`config.mk`:
```
export PLATFORM = sky130hd
export DESIGN_NAME = alu_arbiter
export DESIGN_NICKNAME = d
export VERILOG_FILES = /design/src/rtl/alu_arbiter.sv
export SDC_FILE = /design/constraint.sdc
export NUM_CORES = 1
export LEC_CHECK = 0
export ABC_CLOCK_PERIOD_IN_PS = 2100
export CAP_MARGIN = 40
export CELL_PAD_IN_SITES_DETAIL_PLACEMENT = 1
export CELL_PAD_IN_SITES_GLOBAL_PLACEMENT = 2
export CORE_AREA = 2 2 124 126
export DETAILED_ROUTE_END_ITERATION = 10
export DIE_AREA = 0 0 126 128
export GPL_TIMING_DRIVEN = 0
export PLACE_DENSITY = 0.83
export SYNTH_ARGS = -nofsm -noshare
export SYNTH_HDL_FRONTEND = slang
export SYNTH_SLANG_ARGS = --single-unit
```
`constraint.sdc`:
```
create_clock -name clk -period 2.1 [get_ports clk]
set_clock_uncertainty 0.05 [all_clocks]
set_input_delay 0.42 -clock clk [delete_from_list [all_inputs] [get_ports clk]]
set_output_delay 0.42 -clock clk [all_outputs]
set_load 0.02 [all_outputs]
```
`src/rtl/alu_arbiter.sv`:
```
// Two-port round-robin front end for a shared combinational ALU.
// Holds one operation at a time: accept, execute for 1 or MULDIV_CYCLES cycles, return a tagged response.
module alu_arbiter #(
  parameter int DATA_WIDTH = 16,
  parameter int ALU_CONTROL_WIDTH = 4,
  parameter int MULDIV_CYCLES = 3,
  parameter logic [ALU_CONTROL_WIDTH-1:0] MUL_CODE = 4'b0001,
  parameter logic [ALU_CONTROL_WIDTH-1:0] DIV_CODE = 4'b0010
) (
  input  logic                         clk,
  input  logic                         rst,
  input  logic                         req0_valid,
  output logic                         req0_ready,
  input  logic [DATA_WIDTH-1:0]        req0_a,
  input  logic [DATA_WIDTH-1:0]        req0_b,
  input  logic [ALU_CONTROL_WIDTH-1:0] req0_ctrl,
  input  logic                         req1_valid,
  output logic                         req1_ready,
  input  logic [DATA_WIDTH-1:0]        req1_a,
  input  logic [DATA_WIDTH-1:0]        req1_b,
  input  logic [ALU_CONTROL_WIDTH-1:0] req1_ctrl,
  output logic [DATA_WIDTH-1:0]        alu_a,
  output logic [DATA_WIDTH-1:0]        alu_b,
  output logic [ALU_CONTROL_WIDTH-1:0] alu_ctrl,
  input  logic [DATA_WIDTH-1:0]        alu_r,
  input  logic [DATA_WIDTH-1:0]        alu_s,
  input  logic                         alu_exc,
  output logic                         resp_valid,
  input  logic                         resp_ready,
  output logic                         resp_id,
  output logic [DATA_WIDTH-1:0]        resp_r,
  output logic [DATA_WIDTH-1:0]        resp_s,
  output logic                         resp_exc,
  output logic                         busy
);

  localparam int CNT_W = (MULDIV_CYCLES > 1) ? $clog2(MULDIV_CYCLES) : 1;

  typedef enum logic [1:0] {IDLE, EXEC, RESP} state_t;

  state_t                       state_reg, state_next;
  logic                         last_grant_reg;
  logic [DATA_WIDTH-1:0]        a_reg, b_reg;
  logic [ALU_CONTROL_WIDTH-1:0] ctrl_reg;
  logic                         id_reg;
  logic [CNT_W-1:0]             cnt_reg;
  logic [DATA_WIDTH-1:0]        resp_r_reg, resp_s_reg;
  logic                         resp_exc_reg;

  logic                         grant;
  logic                         handshake;
  logic [ALU_CONTROL_WIDTH-1:0] sel_ctrl;
  logic                         sel_muldiv;
  logic                         div_zero;
  logic                         nop;

  // Tie-break favours whichever requester did not finish last.
  always_comb begin
    grant = 1'b0;
    if (req0_valid && req1_valid) grant = ~last_grant_reg;
    else if (req1_valid)          grant = 1'b1;
  end

  assign handshake  = (state_reg == IDLE) && !rst && (req0_valid || req1_valid);
  assign sel_ctrl   = grant ? req1_ctrl : req0_ctrl;
  assign sel_muldiv = (sel_ctrl == MUL_CODE) || (sel_ctrl == DIV_CODE);
  assign div_zero   = (ctrl_reg == DIV_CODE) && (b_reg == '0);
  assign nop        = (ctrl_reg == '0);

  always_ff @(posedge clk) begin
    if (rst) state_reg <= IDLE;
    else     state_reg <= state_next;
  end

  always_comb begin
    state_next = state_reg;
    case (state_reg)
      IDLE:    if (handshake) state_next = EXEC;
      EXEC:    if (cnt_reg == '0) state_next = RESP;
      RESP:    if (resp_ready) state_next = IDLE;
      default: state_next = IDLE;
    endcase
  end

  always_comb begin
    req0_ready = 1'b0;
    req1_ready = 1'b0;
    resp_valid = 1'b0;
    busy       = 1'b1;
    alu_ctrl   = '0;
    case (state_reg)
      IDLE: begin
        busy       = 1'b0;
        req0_ready = handshake && !grant;
        req1_ready = handshake && grant;
      end
      EXEC:    if (!div_zero) alu_ctrl = ctrl_reg;
      RESP:    resp_valid = 1'b1;
      default: busy = 1'b1;
    endcase
  end

  // Operand registers change only on acceptance, so the ALU sees the last operands when idle.
  always_ff @(posedge clk) begin
    if (rst) begin
      last_grant_reg <= 1'b1;
      a_reg          <= '0;
      b_reg          <= '0;
      ctrl_reg       <= '0;
      id_reg         <= 1'b0;
      cnt_reg        <= '0;
      resp_r_reg     <= '0;
      resp_s_reg     <= '0;
      resp_exc_reg   <= 1'b0;
    end else begin
      if (handshake) begin
        a_reg    <= grant ? req1_a : req0_a;
        b_reg    <= grant ? req1_b : req0_b;
        ctrl_reg <= sel_ctrl;
        id_reg   <= grant;
        cnt_reg  <= sel_muldiv ? CNT_W'(MULDIV_CYCLES - 1) : '0;
      end else if (state_reg == EXEC && cnt_reg != '0) begin
        cnt_reg <= cnt_reg - 1'b1;
      end

      if (state_reg == EXEC && cnt_reg == '0) begin
        if (div_zero || nop) begin
          resp_r_reg   <= '0;
          resp_s_reg   <= '0;
          resp_exc_reg <= div_zero;
        end else begin
          resp_r_reg   <= alu_r;
          resp_s_reg   <= alu_s;
          resp_exc_reg <= alu_exc;
        end
      end

      if (state_reg == RESP && resp_ready) last_grant_reg <= id_reg;
    end
  end

  assign alu_a    = a_reg;
  assign alu_b    = b_reg;
  assign resp_id  = id_reg;
  assign resp_r   = resp_r_reg;
  assign resp_s   = resp_s_reg;
  assign resp_exc = resp_exc_reg;

endmodule

```
; After elaboration in Yosys (flattened, before gate mapping)
; Cells that the tools add are included.
[totals]
register_bits = 75
in_bits = 110
out_inout_bits = 74
word_cells = 62
[op_classes]
addsub = 1
eq_ne = 8
muxes = 21
bitwise_logic = 1
reduce_logical = 21
[ops]
columns = op, n
row1 = $mux W16, 4
row2 = $logic_not A16 Y1, 1
row3 = $mux W2, 6
row4 = $mux W4, 3
row5 = $logic_and A1 B1 Y1, 9
row6 = $eq A4 B2 Y1 const B, 2
row7 = $mux W1, 7
row8 = $ne A2 B2 Y1 const B, 3
row9 = $pmux W2 S3, 1
row10 = $eq A4 B1 Y1 const B, 1
row11 = $logic_not A2 Y1, 2
row12 = $logic_not A4 Y1, 1
row13 = $reduce_bool A2 Y1, 2
row14 = $logic_or A1 B1 Y1, 3
row15 = $reduce_and A3 Y1, 1
row16 = $eq A2 B1 Y1 const B, 1
row17 = $eq A2 B2 Y1 const B, 1
row18 = $logic_not A1 Y1, 2
row19 = $sub A2 B1 Y2 const B, 1
row20 = $not A1 Y1, 1

; Logic depth before layout (Yosys ltp)
[depth]
word_depth = 7
mapped_depth = 6
depth_no_buf = 6

; Worst setup path before layout
; OpenSTA, ideal clock, no wires.
[synth_timing]
kind = register to output
from = register state_reg[1]
to = output port req0_ready
arrival_ns = 1.475
t_required_ns = 1.630
slack_ns = 0.155
path_stages_with_launch = 5
n_path_buf = 1
path_cell_list = dfxtp_1 -> or2_1 -> or3_1 -> clkbuf_1 -> nor2_1
[synth_via]
elab_chain_cells = 5
[synth_rtl]
columns = item, line
row1 = start: declaration, 41  ; state_t state_reg, state_next;
row2 = start signal: assignment, 72  ; else state_reg <= state_next;
row3 = $logic_not A2 Y1 *, "64, 91"
row4 = $logic_and A1 B1 Y1 (2 in series), 64  ; assign handshake = (state_reg == IDLE) && !rst && (req0_valid || req1_valid);
row5 = $logic_and A1 B1 Y1, 94  ; req0_ready = handshake && !grant;
row6 = $mux W1 *, 91  ; case (state_reg)
row7 = end: declaration, 13  ; output logic req0_ready,
; Mark *: on every way between the ends. The rest lies on a longest branch, timed or not.

; Worst setup path after layout
[layout_timing]
from = register b_reg[3], in the netlist alu_b[3]
to = output port alu_ctrl[1]
[layout_via]
elab_chain_cells = 4
[layout_rtl]
columns = item, line
row1 = start: declaration, 43  ; logic [DATA_WIDTH-1:0] a_reg, b_reg;
row2 = start signal: assignment, 118  ; b_reg <= grant ? req1_b : req0_b;
row3 = $logic_not A16 Y1, 67  ; assign div_zero = (ctrl_reg == DIV_CODE) && (b_reg == '0);
row4 = $logic_and A1 B1 Y1, 67
row5 = $mux W4, 97  ; EXEC: if (!div_zero) alu_ctrl = ctrl_reg;
row6 = $mux W4, 91
row7 = end: declaration, 24  ; output logic [ALU_CONTROL_WIDTH-1:0] alu_ctrl,
; No other way between the ends.

==> results_dict.tcl <==
set metrics [dict create \
    status "complete, but fails checks" \
    failed_checks "negative setup slack" \
    worstMarginPinSlew_ps 563 \
    grt_usage 0.139 \
    drive_above_1_share 0.118 \
    nNetsFinal 599 \
    slew_viol_final 0 \
    rows 45 \
    dr.pass1.iters 4 \
    cts_hold_buffers 0 \
    synth_top_family_by_area "compound AO/OA/AOI/OAI gates" \
    synth_compound_area_frac 0.213 \
    antenna_found_initial 0 \
    die_w_um 126 \
    use_met3 0.0689 \
    cap_violations 0 \
    grt_pass1_wl_um 17300 \
    maxSlewHeadroom 0.625 \
    rsz0062_at_grt "true" \
    drc 0 \
    path_buf_inv 1 \
    worst_r2r_path_depth 6 \
    path_clk_slew_ps 60 \
    area_growth_pct 82.1 \
    portBuffers 183 \
    ioPinCount 184 \
    avgSynthCellArea_um2 10.5 \
    yosysTopAreaCell "dfxtp_1" \
    diodes 0 \
    syn_inst 289 \
    ant_nets 0 \
    worstSetupStartpoint "alu_b[3]$_SDFFE_PP0P_" \
    wl_per_cell_um 16.6 \
    r2r_slack_ps 170 \
    final_hold_viol_count 0 \
    start_util 0.204 \
    grt_max_degree 14 \
    setup_viol 1 \
    cp_cell_sequence "or4_4, nor3_4, nand3_2, and3_4, buf_6" \
    cts_sinks 75 \
    mostFrequentLayoutCell "clkdlybuf4s50_1" \
    overflow 0 \
    power_uw 4490 \
    setup_tns_ps -163 \
    timing.rr.end "resp_s[2]$_SDFFE_PP0P_" \
    yosys_register_bits 75 \
    h-tree-depth 3 \
    synth_fa_ha_area_frac 0.00412 \
    gp_congestion 0.788 \
    avgViaCountPerCell 4.47 \
    crit_path_start_kind "flop" \
    cp_slowest_cell "or4_4" \
    arrival_ps 1790 \
    place_hpwl_um 8770 \
    finalWirelength_um 11300 \
    tritoncts "done" \
    yosys.area_share.simple 0.115 \
    netlist_area_mm2 0.00303 \
    core_area_mm2 0.0149 \
    ys_seq_area_frac 0.495 \
    cp-end-kind "primary output" \
    cts_inserted_buffers 9 \
    synth_top_area_frac 0.495 \
    post-route-period-util 1.08 \
    grt_pass1_vias 3218 \
    grt_util_met2 0.235 \
    cp_slowest_stage_delay_ps 540 \
    p_per_area_mw_per_mm2 813 \
    syn_nets 400 \
    dieArea_mm2 0.0161 \
    required_ps 1630 \
    path_delay_family "simple AND/OR/NAND/NOR gates" \
    busiest_layer "met2" \
    cp_max_fo 2 \
    netlist-cell-type-count 36 \
    whs_ps 424 \
    clockBufferDepth 2 \
    final_cell_mix "clkdlybuf4s50_1, dfxtp_1, nor2_1" \
    final_util 0.372 \
    ir_drop_uv 390 \
    path_depth 5 \
    synth-xor-area-share 0.00866 \
    drtIter0Drc 75 \
    crit_end "alu_ctrl[1]" \
    power.static_leakage_uw 0.00207 \
    cts_root_buffer "clkbuf_16" \
    post-place-ws_ps -823 \
    hold_class "flop to flop" \
    critPathKind "flop to primary output" \
    dr_total_vias 3044 \
    die_h_um 128 \
    clk_latency_ps 350 \
    setup_slack_ps -163 \
    yosysWarnings 0 \
    fin_crit_ps 2260 \
    synthMuxAreaShare 0.119 \
    grt_use_met1 0.158 \
    synth_area_leaders "dfxtp_1, mux2i_1, a22o_1" \
    fmax_ghz 0.442 \
    r2r-start "cnt_reg[0]$_SDFFE_PP0P_" \
]
-- worst min-delay path by stage --
stage               cells past startpoint                        start  slack (ps)                     endpoint
floorplan                               2  last_grant_reg$_SDFFE_PP1P_         390  last_grant_reg$_SDFFE_PP1P_
global placement                        2  last_grant_reg$_SDFFE_PP1P_         400  last_grant_reg$_SDFFE_PP1P_
detailed placement                      1      resp_s[14]$_SDFFE_PP0P_         410      resp_s[14]$_SDFFE_PP0P_
CTS                                     1       resp_s[7]$_SDFFE_PP0P_         430       resp_s[7]$_SDFFE_PP0P_
global route                            1      resp_r[10]$_SDFFE_PP0P_         450      resp_r[10]$_SDFFE_PP0P_
finish                                  1       resp_s[3]$_SDFFE_PP0P_         420       resp_s[3]$_SDFFE_PP0P_
-- repair_timing --
| action | CTS | global route |
|---|---|---|
| gates resized for setup | 39 | 7 |
| endpoints found under the setup margin | 7 | 9 |
| pin swaps | 5 | 5 |
| buffers inserted | 5 | 1 |
-- worst register-to-register path, delay by kind of cell, from the launching register on --
kind	cells	cell delay [ps]
simple gates	2	560
buf+inv	2	480
flops	1	350
fa+ha+maj	1	230
compound gates	1	210
-- layer usage --
layer | up-vias | part of all wire
li1 | 1468 | -
met1 | 1432 | 0.41
met2 | 137 | 0.48
met3 | 7 | 0.097
met4 | 0 | 0.0088
met5 | - | 0
-- cell families (layout without fill, tap and decap cells) --
kind of cell | after synthesis | in the layout
xor gates and xnor gates | 3 | 3
and+or+nand+nor | 69 | 69
muxes | 36 | 36
AOI/OAI and AO/OA | 79 | 79
adders and majority gates | 1 | 1
DFF | 75 | 75
buffers and inverters | 26 | 230
-- area by class of cell --
class	count	area (um^2)
clock buffer	10	229
fill	1669	9340
clock inverter	6	88.8
timing repair buffer	189	1860
buffer	21	130
tap	188	235
inverter	4	15.0
sequential	75	1510
multi-input combinational	188	1460
-- report_power, final --
part	internal (uW)	switching, uW
sequential	1560	96.2
clock	1040	634
combinational	622	539
total	3220	1270
-- synth_stat cells --
master,number
dfxtp_1,75
nor2_1,42
mux2i_1,36
a211oi_1,32
a22o_1,32
buf_2,9
clkbuf_1,8
and2_1,5
inv_1,4
nor3_1,4
o2bb2ai_1,4
a21oi_1,3
buf_6,3
nand3_1,3
xnor2_1,3
buf_4,2
nand2_1,2
nor2b_1,2
nor4_1,2
or3_1,2
a2111oi_0,1
a21boi_1,1
a21o_1,1
a311oi_1,1
a31o_1,1
a31oi_4,1
and3_1,1
and4b_1,1
ha_1,1
nor3_4,1
nor3b_1,1
nor4_4,1
o2111ai_1,1
o21ai_0,1
or2_1,1
or4_4,1
-- stage by stage --
stage	std cells	instance area [um^2]
3_5_place_dp	660	5100
4_1_cts	680	5510
2_1_floorplan	289	3030
5_1_grt	681	5530
3_3_place_gp	660	5100
6_report	681	5530
Note: power is estimated with default switching activity, not from simulation.
